==> config.mk <==
export PLATFORM = sky130hd
export DESIGN_NAME = mybus_rx_deframer_flat
export DESIGN_NICKNAME = d
export VERILOG_FILES = /design/src/rtl/mybus_rx_pkg.sv /design/src/rtl/mybus_rx_deframer_if.sv /design/src/rtl/mybus_rx_gap_timer.sv /design/src/rtl/mybus_rx_deframer.sv /design/src/flat_wrapper.sv
export SDC_FILE = /design/constraint.sdc
export NUM_CORES = 1
export LEC_CHECK = 0
export ABC_AREA = 1
export CORE_MARGIN = 4
export CORE_UTILIZATION = 62
export DETAILED_ROUTE_END_ITERATION = 7
export DONT_BUFFER_PORTS = 1
export PLACE_DENSITY_LB_ADDON = 0.1
export SYNTH_ARGS = -nofsm -noshare
export SYNTH_HDL_FRONTEND = slang
export SYNTH_SLANG_ARGS = --single-unit
==> constraint.sdc <==
create_clock -name ck -period 1.82 [get_ports ck]
set_clock_uncertainty 0.2 [all_clocks]
set_input_delay 0.546 -clock ck [delete_from_list [all_inputs] [get_ports ck]]
set_output_delay 0.546 -clock ck [all_outputs]
set_load 0.005 [all_outputs]
==> src/rtl/mybus_rx_pkg.sv <==
// MyBus receive deframer: shared types and defaults.
// FSM state encoding, default geometry and header bit value.
package mybus_rx_pkg;

  typedef enum logic [1:0] {
    RX_IDLE   = 2'd0,
    RX_DATA   = 2'd1,
    RX_PARITY = 2'd2
  } rx_state_e;

  localparam int unsigned RX_WIDTH_DEF   = 8;
  localparam int unsigned RX_GAP_MAX_DEF = 15;
  localparam logic        RX_HDR_BIT     = 1'b1;

endpackage

==> src/rtl/mybus_rx_deframer_if.sv <==
// MyBus receive deframer bus bundle.
// master drives serial input and consumer ready; slave is the deframer.
interface mybus_rx_deframer_if
  import mybus_rx_pkg::*;
#(
  parameter int unsigned WIDTH = RX_WIDTH_DEF
);

  logic             isolate;
  logic             execute;
  logic             dataTx;
  logic [WIDTH-1:0] rx_data;
  logic             rx_valid;
  logic             rx_ready;
  logic             rx_perr;
  logic             frame_err;
  logic             overrun;

  modport master (
    output isolate, execute, dataTx, rx_ready,
    input  rx_data, rx_valid, rx_perr, frame_err, overrun
  );

  modport slave (
    input  isolate, execute, dataTx, rx_ready,
    output rx_data, rx_valid, rx_perr, frame_err, overrun
  );

endinterface

==> src/rtl/mybus_rx_gap_timer.sv <==
// Inter-bit gap timer: counts idle cycles inside a frame.
// expired flags the cycle on which the count would reach GAP_MAX.
module mybus_rx_gap_timer
  import mybus_rx_pkg::*;
#(
  parameter int unsigned GAP_MAX = RX_GAP_MAX_DEF
) (
  input  logic ck,
  input  logic arst,
  input  logic load,
  input  logic enable,
  output logic expired
);

  localparam int unsigned GW = $clog2(GAP_MAX + 1);

  logic [GW-1:0] cnt_q, cnt_d;

  always_comb begin
    cnt_d = cnt_q;
    if (load) begin
      cnt_d = '0;
    end else if (enable) begin
      cnt_d = cnt_q + 1'b1;
    end
  end

  assign expired = enable && !load &&
                   (cnt_q == GW'(GAP_MAX - 1));

  always_ff @(posedge ck) begin
    if (!arst) begin
      cnt_q <= '0;
    end else begin
      cnt_q <= cnt_d;
    end
  end

endmodule

==> src/rtl/mybus_rx_deframer.sv <==
// MyBus receive deframer: serial frames to WIDTH-bit words
// with parity flag, gap/isolation abort and a one-word holding reg.
module mybus_rx_deframer
  import mybus_rx_pkg::*;
#(
  parameter int unsigned WIDTH   = RX_WIDTH_DEF,
  parameter int unsigned GAP_MAX = RX_GAP_MAX_DEF
) (
  input  logic                ck,
  input  logic                arst,
  mybus_rx_deframer_if.slave  bus
);

  localparam int unsigned BW = $clog2(WIDTH + 1);

  rx_state_e        state_q, state_d;
  logic [BW-1:0]    bcnt_q, bcnt_d;
  logic [WIDTH-1:0] sh_q, sh_d;
  logic [WIDTH-1:0] data_q, data_d;
  logic             perr_q, perr_d;
  logic             valid_q, valid_d;
  logic             ferr_q, ferr_d;
  logic             ovr_q, ovr_d;

  logic busy, take, expired;
  logic tmr_load, tmr_en;

  assign busy     = (state_q != RX_IDLE);
  assign take     = !valid_q || bus.rx_ready;
  assign tmr_load = !busy || bus.execute || bus.isolate;
  assign tmr_en   = busy && !bus.execute && !bus.isolate;

  mybus_rx_gap_timer #(
    .GAP_MAX (GAP_MAX)
  ) u_gap (
    .ck      (ck),
    .arst    (arst),
    .load    (tmr_load),
    .enable  (tmr_en),
    .expired (expired)
  );

  always_comb begin
    state_d = state_q;
    bcnt_d  = bcnt_q;
    sh_d    = sh_q;
    data_d  = data_q;
    perr_d  = perr_q;
    valid_d = valid_q && !bus.rx_ready;
    ferr_d  = 1'b0;
    ovr_d   = 1'b0;
    if (bus.isolate) begin
      ferr_d  = busy;
      state_d = RX_IDLE;
    end else begin
      unique case (state_q)
        RX_IDLE: begin
          if (bus.execute && bus.dataTx == RX_HDR_BIT) begin
            state_d = RX_DATA;
            bcnt_d  = '0;
          end
        end
        RX_DATA: begin
          if (bus.execute) begin
            for (int i = 0; i < WIDTH; i++) begin
              if (bcnt_q == BW'(i)) sh_d[i] = bus.dataTx;
            end
            bcnt_d = bcnt_q + 1'b1;
            if (bcnt_q == BW'(WIDTH - 1)) state_d = RX_PARITY;
          end else if (expired) begin
            ferr_d  = 1'b1;
            state_d = RX_IDLE;
          end
        end
        RX_PARITY: begin
          if (bus.execute) begin
            state_d = RX_IDLE;
            if (take) begin
              valid_d = 1'b1;
              data_d  = sh_q;
              perr_d  = (^sh_q) ^ bus.dataTx;
            end else begin
              ovr_d = 1'b1;
            end
          end else if (expired) begin
            ferr_d  = 1'b1;
            state_d = RX_IDLE;
          end
        end
        default: state_d = RX_IDLE;
      endcase
    end
  end

  always_ff @(posedge ck) begin
    if (!arst) begin
      state_q <= RX_IDLE;
      bcnt_q  <= '0;
      sh_q    <= '0;
      data_q  <= '0;
      perr_q  <= 1'b0;
      valid_q <= 1'b0;
      ferr_q  <= 1'b0;
      ovr_q   <= 1'b0;
    end else begin
      state_q <= state_d;
      bcnt_q  <= bcnt_d;
      sh_q    <= sh_d;
      data_q  <= data_d;
      perr_q  <= perr_d;
      valid_q <= valid_d;
      ferr_q  <= ferr_d;
      ovr_q   <= ovr_d;
    end
  end

  assign bus.rx_data   = data_q;
  assign bus.rx_perr   = perr_q;
  assign bus.rx_valid  = valid_q;
  assign bus.frame_err = ferr_q;
  assign bus.overrun   = ovr_q;

endmodule

==> src/flat_wrapper.sv <==
// flat-port wrapper written by rule: the top's interface ports become plain ports
module mybus_rx_deframer_flat import mybus_rx_pkg::*;
#(
  parameter int unsigned WIDTH   = RX_WIDTH_DEF,
  parameter int unsigned GAP_MAX = RX_GAP_MAX_DEF
)
  (ck, arst, bus_isolate, bus_execute, bus_dataTx, bus_rx_ready, bus_rx_data, bus_rx_valid, bus_rx_perr, bus_frame_err, bus_overrun);
  mybus_rx_deframer_if #(.WIDTH(WIDTH)) bus_i ();
  input  logic ck;
  input  logic arst;
  input wire logic [$bits(bus_i.isolate)-1:0] bus_isolate;
  input wire logic [$bits(bus_i.execute)-1:0] bus_execute;
  input wire logic [$bits(bus_i.dataTx)-1:0] bus_dataTx;
  input wire logic [$bits(bus_i.rx_ready)-1:0] bus_rx_ready;
  output wire logic [$bits(bus_i.rx_data)-1:0] bus_rx_data;
  output wire logic [$bits(bus_i.rx_valid)-1:0] bus_rx_valid;
  output wire logic [$bits(bus_i.rx_perr)-1:0] bus_rx_perr;
  output wire logic [$bits(bus_i.frame_err)-1:0] bus_frame_err;
  output wire logic [$bits(bus_i.overrun)-1:0] bus_overrun;
  assign bus_i.isolate = bus_isolate;
  assign bus_i.execute = bus_execute;
  assign bus_i.dataTx = bus_dataTx;
  assign bus_i.rx_ready = bus_rx_ready;
  assign bus_rx_data = bus_i.rx_data;
  assign bus_rx_valid = bus_i.rx_valid;
  assign bus_rx_perr = bus_i.rx_perr;
  assign bus_frame_err = bus_i.frame_err;
  assign bus_overrun = bus_i.overrun;
  mybus_rx_deframer #(.WIDTH(WIDTH), .GAP_MAX(GAP_MAX)) u_core (.ck(ck), .arst(arst), .bus(bus_i));
endmodule
==> key figures <==
Synth
  – Area leader, netlist: dfxtp_1
  – Post-synthesis async set-or-reset flop share: 0%
  – Synthesis-stage register bit count: 30
  – EDFF count, synth: 0
  – Netlist cell types: 29
  – Synthesized Nets: 224
  – Post-Syn Instances: 208
  – Top cells by area, synth: dfxtp_1 (38%), ha_1 (7.9%), nand2_1 (7.6%)
  – Avg Cell Area, Syn: 7.609 sq um
  – Top FF cell, synth: dfxtp_1
  – Yosys top cell area share: 37.94%
  – Synth warnings: 0
  – Post-synthesis sequential area ratio: 37.94%
  – Synthesized cell area: 0.001583 sq mm

Timing
  – Max-slew violation count: 0
  – Final-report hold violation count: 0
  – Post-route setup slack: 144.7 ps
  – Final setup viols: 0
  – Fin Setup TNS: 0 ps
  – Post-route minimum period: 1675 ps
  – Max-slew headroom: 74.61%
  – Final worst-path cycle share: 92.05%
  – Slew @ Worst Pin: 379.5 ps
  – Fmax: 0.5969 GHz

Placement
  – Dpl ws: 5.418 ps
  – Port Buffers: 0
  – Dpl hpwl: 2.330 mm
  – Final Wtd Congestion: 0.8908

GRT
  – Met2 Resource Use GR: 35.57%
  – Met3 Use GR: 3.947%
  – GR Util met1: 20.30%
  – Remaining Overflow, GRT: 0
  – Wire length of the first global-routing pass: 5.078 mm
  – Global route hottest layer: met2
  – All-layer global routing usage: 19.66%
  – Initial antenna violation count: 0
  – Largest net degree at the start of global routing: 16
  – Vias in the first global route: 1274

Clock tree
  – CTS Buf Count: 5
  – CTS clk-pin slew, worst paths: 90 ps
  – Post-CTS Setup Repair Bufs: 0
  – Worst skew pair latency: 320 ps
  – CTS tree: yes
  – CTS Sinks: 30
  – CTS root buf: clkbuf_4
  – CTS H-tree depth: 2
  – Max Buffers Root-to-Sink: 2

Drt
  – Via density: 5.426
  – Routed wire length: 3.023 mm
  – Via Count: 1313
  – DRC errors left: 0
  – ANT nets after route: 0
  – Routed length per instance: 12.49 um
  – Initial DRT Pass Iterations: 4
  – Iteration-0 DRC Markers: 53

Cells and area
  – Sequential cell area: 603.1 sq um
  – Util after Layout: 67.74%
  – ANT cells: 0
  – Nets: 228
  – Area occupied by multi-input gates: 842.1 sq um
  – Share of cells above drive strength 1: 14.15%
  – Layout area overhead: 5.059%
  – Filler instances: 203

Power
  – VDD IR max: 0.5239 mV
  – Pwr Total: 1111 uW
  – P_leak: 0.0007350 uW
  – Cell Pwr Density: 668.0 mW/mm^2

Status
  – Outcome: complete, no violations

Worst setup path
  – Worst EP arrival: 1690 ps
  – Slowest-stage cell, CP: dfxtp_2
  – Crit path cell chain: inv_1 > ha_1 > inv_2 > a21oi_1 > inv_1 > nand3_4 > inv_2 > nand2_2 > nand2_1 > nor3b_2
  – Critical-path maximum fanout: 6
  – Critical Path RT: 1840 ps
  – Critical path endpoint category: flop
  – WS Path Type: reg2reg
  – Largest stage delay, worst path: 340 ps
  – Startpoint class of the critical path: flop

Die
  – Rows: 18
  – Initial Utilization: 64.48%
  – Die Height: 58.53 um
  – Core area: 0.002455 sq mm
  – DIE AREA: 0.003425 sq mm
  – I/O pin cnt: 18
  – Die Width: 58.53 um

Hold path
  – HP Class: in2reg

Job
  – Maximum Capacitance Violations: 0
metal layers:
metal  vias to the layer above  routed length (um)
met2                        28                1577
met1                       596                1256
met3                         8                 136
li1                        681                   -
met4                         0                  53
met5                         -                   0
worst max-delay path, delay by kind of cell, from the launching register on:
family | cells | cell delay (ps)
buf+inv | 4 | 360
flops | 1 | 340
simple gates | 4 | 340
fa+ha+maj | 1 | 200
compound gates | 1 | 130
cell usage in the layout, fill, tap and decap left out:
cell type / count
nand2_1: 32
inv_1: 28
dfxtp_1: 28
nor2_1: 25
a21oi_1: 11
nor3_1: 11
ha_1: 9
nand3_1: 8
nor4_1: 7
a31oi_1: 7
o21ai_0: 6
clkbuf_4: 5
inv_2: 4
o21ai_2: 4
o21ai_1: 4
clkinv_2: 3
nor2_8: 2
nand2_4: 2
xor2_1: 2
xnor2_1: 2
nand2_2: 2
dfxtp_2: 2
a21oi_2: 1
nand3_4: 1
nor2_2: 1
nor3b_2: 1
or2_1: 1
nand4_1: 1
ha_4: 1
buf_4: 1
stage by stage:
step	instances	cell area (sq um)	hold slack (ps)
global route	242	1663	127.9
finish	242	1663	118.6
global placement	235	1598	243.4
floorplan	208	1583	230.0
CTS	242	1645	116.8
detailed placement	235	1598	271.3
synthesized netlist by cell type (3+ instances only):
cell	n
o21ai_1	3
inv_1	29
inv_2	3
dfxtp_1	30
o21ai_0	7
o21ai_2	4
a31oi_1	7
nand2_1	32
nand3_1	8
ha_1	10
nor3_1	11
nor2_1	26
nor4_1	7
a21oi_1	11
flip-flops by register name (all words and copies together) (netlist names):
register and flops:
u_core.bus.rx_valid 1, u_core.bus.overrun 1, u_core.bus.frame_err 1, u_core.bcnt_q 4, u_core.sh_q 8, u_core.u_gap.cnt_q 4
u_core.state_q 2, u_core.bus.rx_perr 1, u_core.bus.rx_data 8
where the power goes:
group          switching (uW)  internal, uW
logic                    54.3          27.3
registers                6.07           662
clock network             223           138
final timing paths:
path              slack [ps]  cells past startpoint             startpoint                     to
hold / removal           120                      2                   arst  u_core.bus.rx_data[4]
hold reg to reg          280                      1  u_core.u_gap.cnt_q[0]  u_core.u_gap.cnt_q[0]
setup / recovery         140                     10      u_core.state_q[1]       u_core.bcnt_q[3]
setup reg to reg         140                     10      u_core.state_q[1]       u_core.bcnt_q[3]
cell families (layout without fill, tap and decap cells):
| kind of cell | count (synthesis) | after routing | synth area share, % |
|---|---|---|---|
| and+or+nand+nor | 94 | 94 | 29.96 |
| buffers and inverters | 37 | 41 | 9.801 |
| AOI/OAI and AO/OA | 33 | 33 | 12.17 |
| DFF | 30 | 30 | 37.94 |
| adders and majority gates | 10 | 10 | 7.905 |
| xor gates and xnor gates | 4 | 4 | 2.214 |
area by class of cell:
class                           count  area share (%)
Clock buffer                        5           2.257
Timing Repair Buffer                1          0.4515
Tap cell                           30           2.257
Inverter                           33           7.524
Sequential cell                    30           36.27
Clock inverter                      2          0.6020
Multi-Input combinational cell    141           50.64
timing repair:
| item | in CTS | in global routing |
|---|---|---|
| hold buffers | 0 | 0 |
| gates resized for setup | 1 | 6 |
| endpoints found under the setup margin | 1 | 8 |
| pin swaps | 0 | 0 |
No activity file was read; power rests on OpenSTA's default activity.
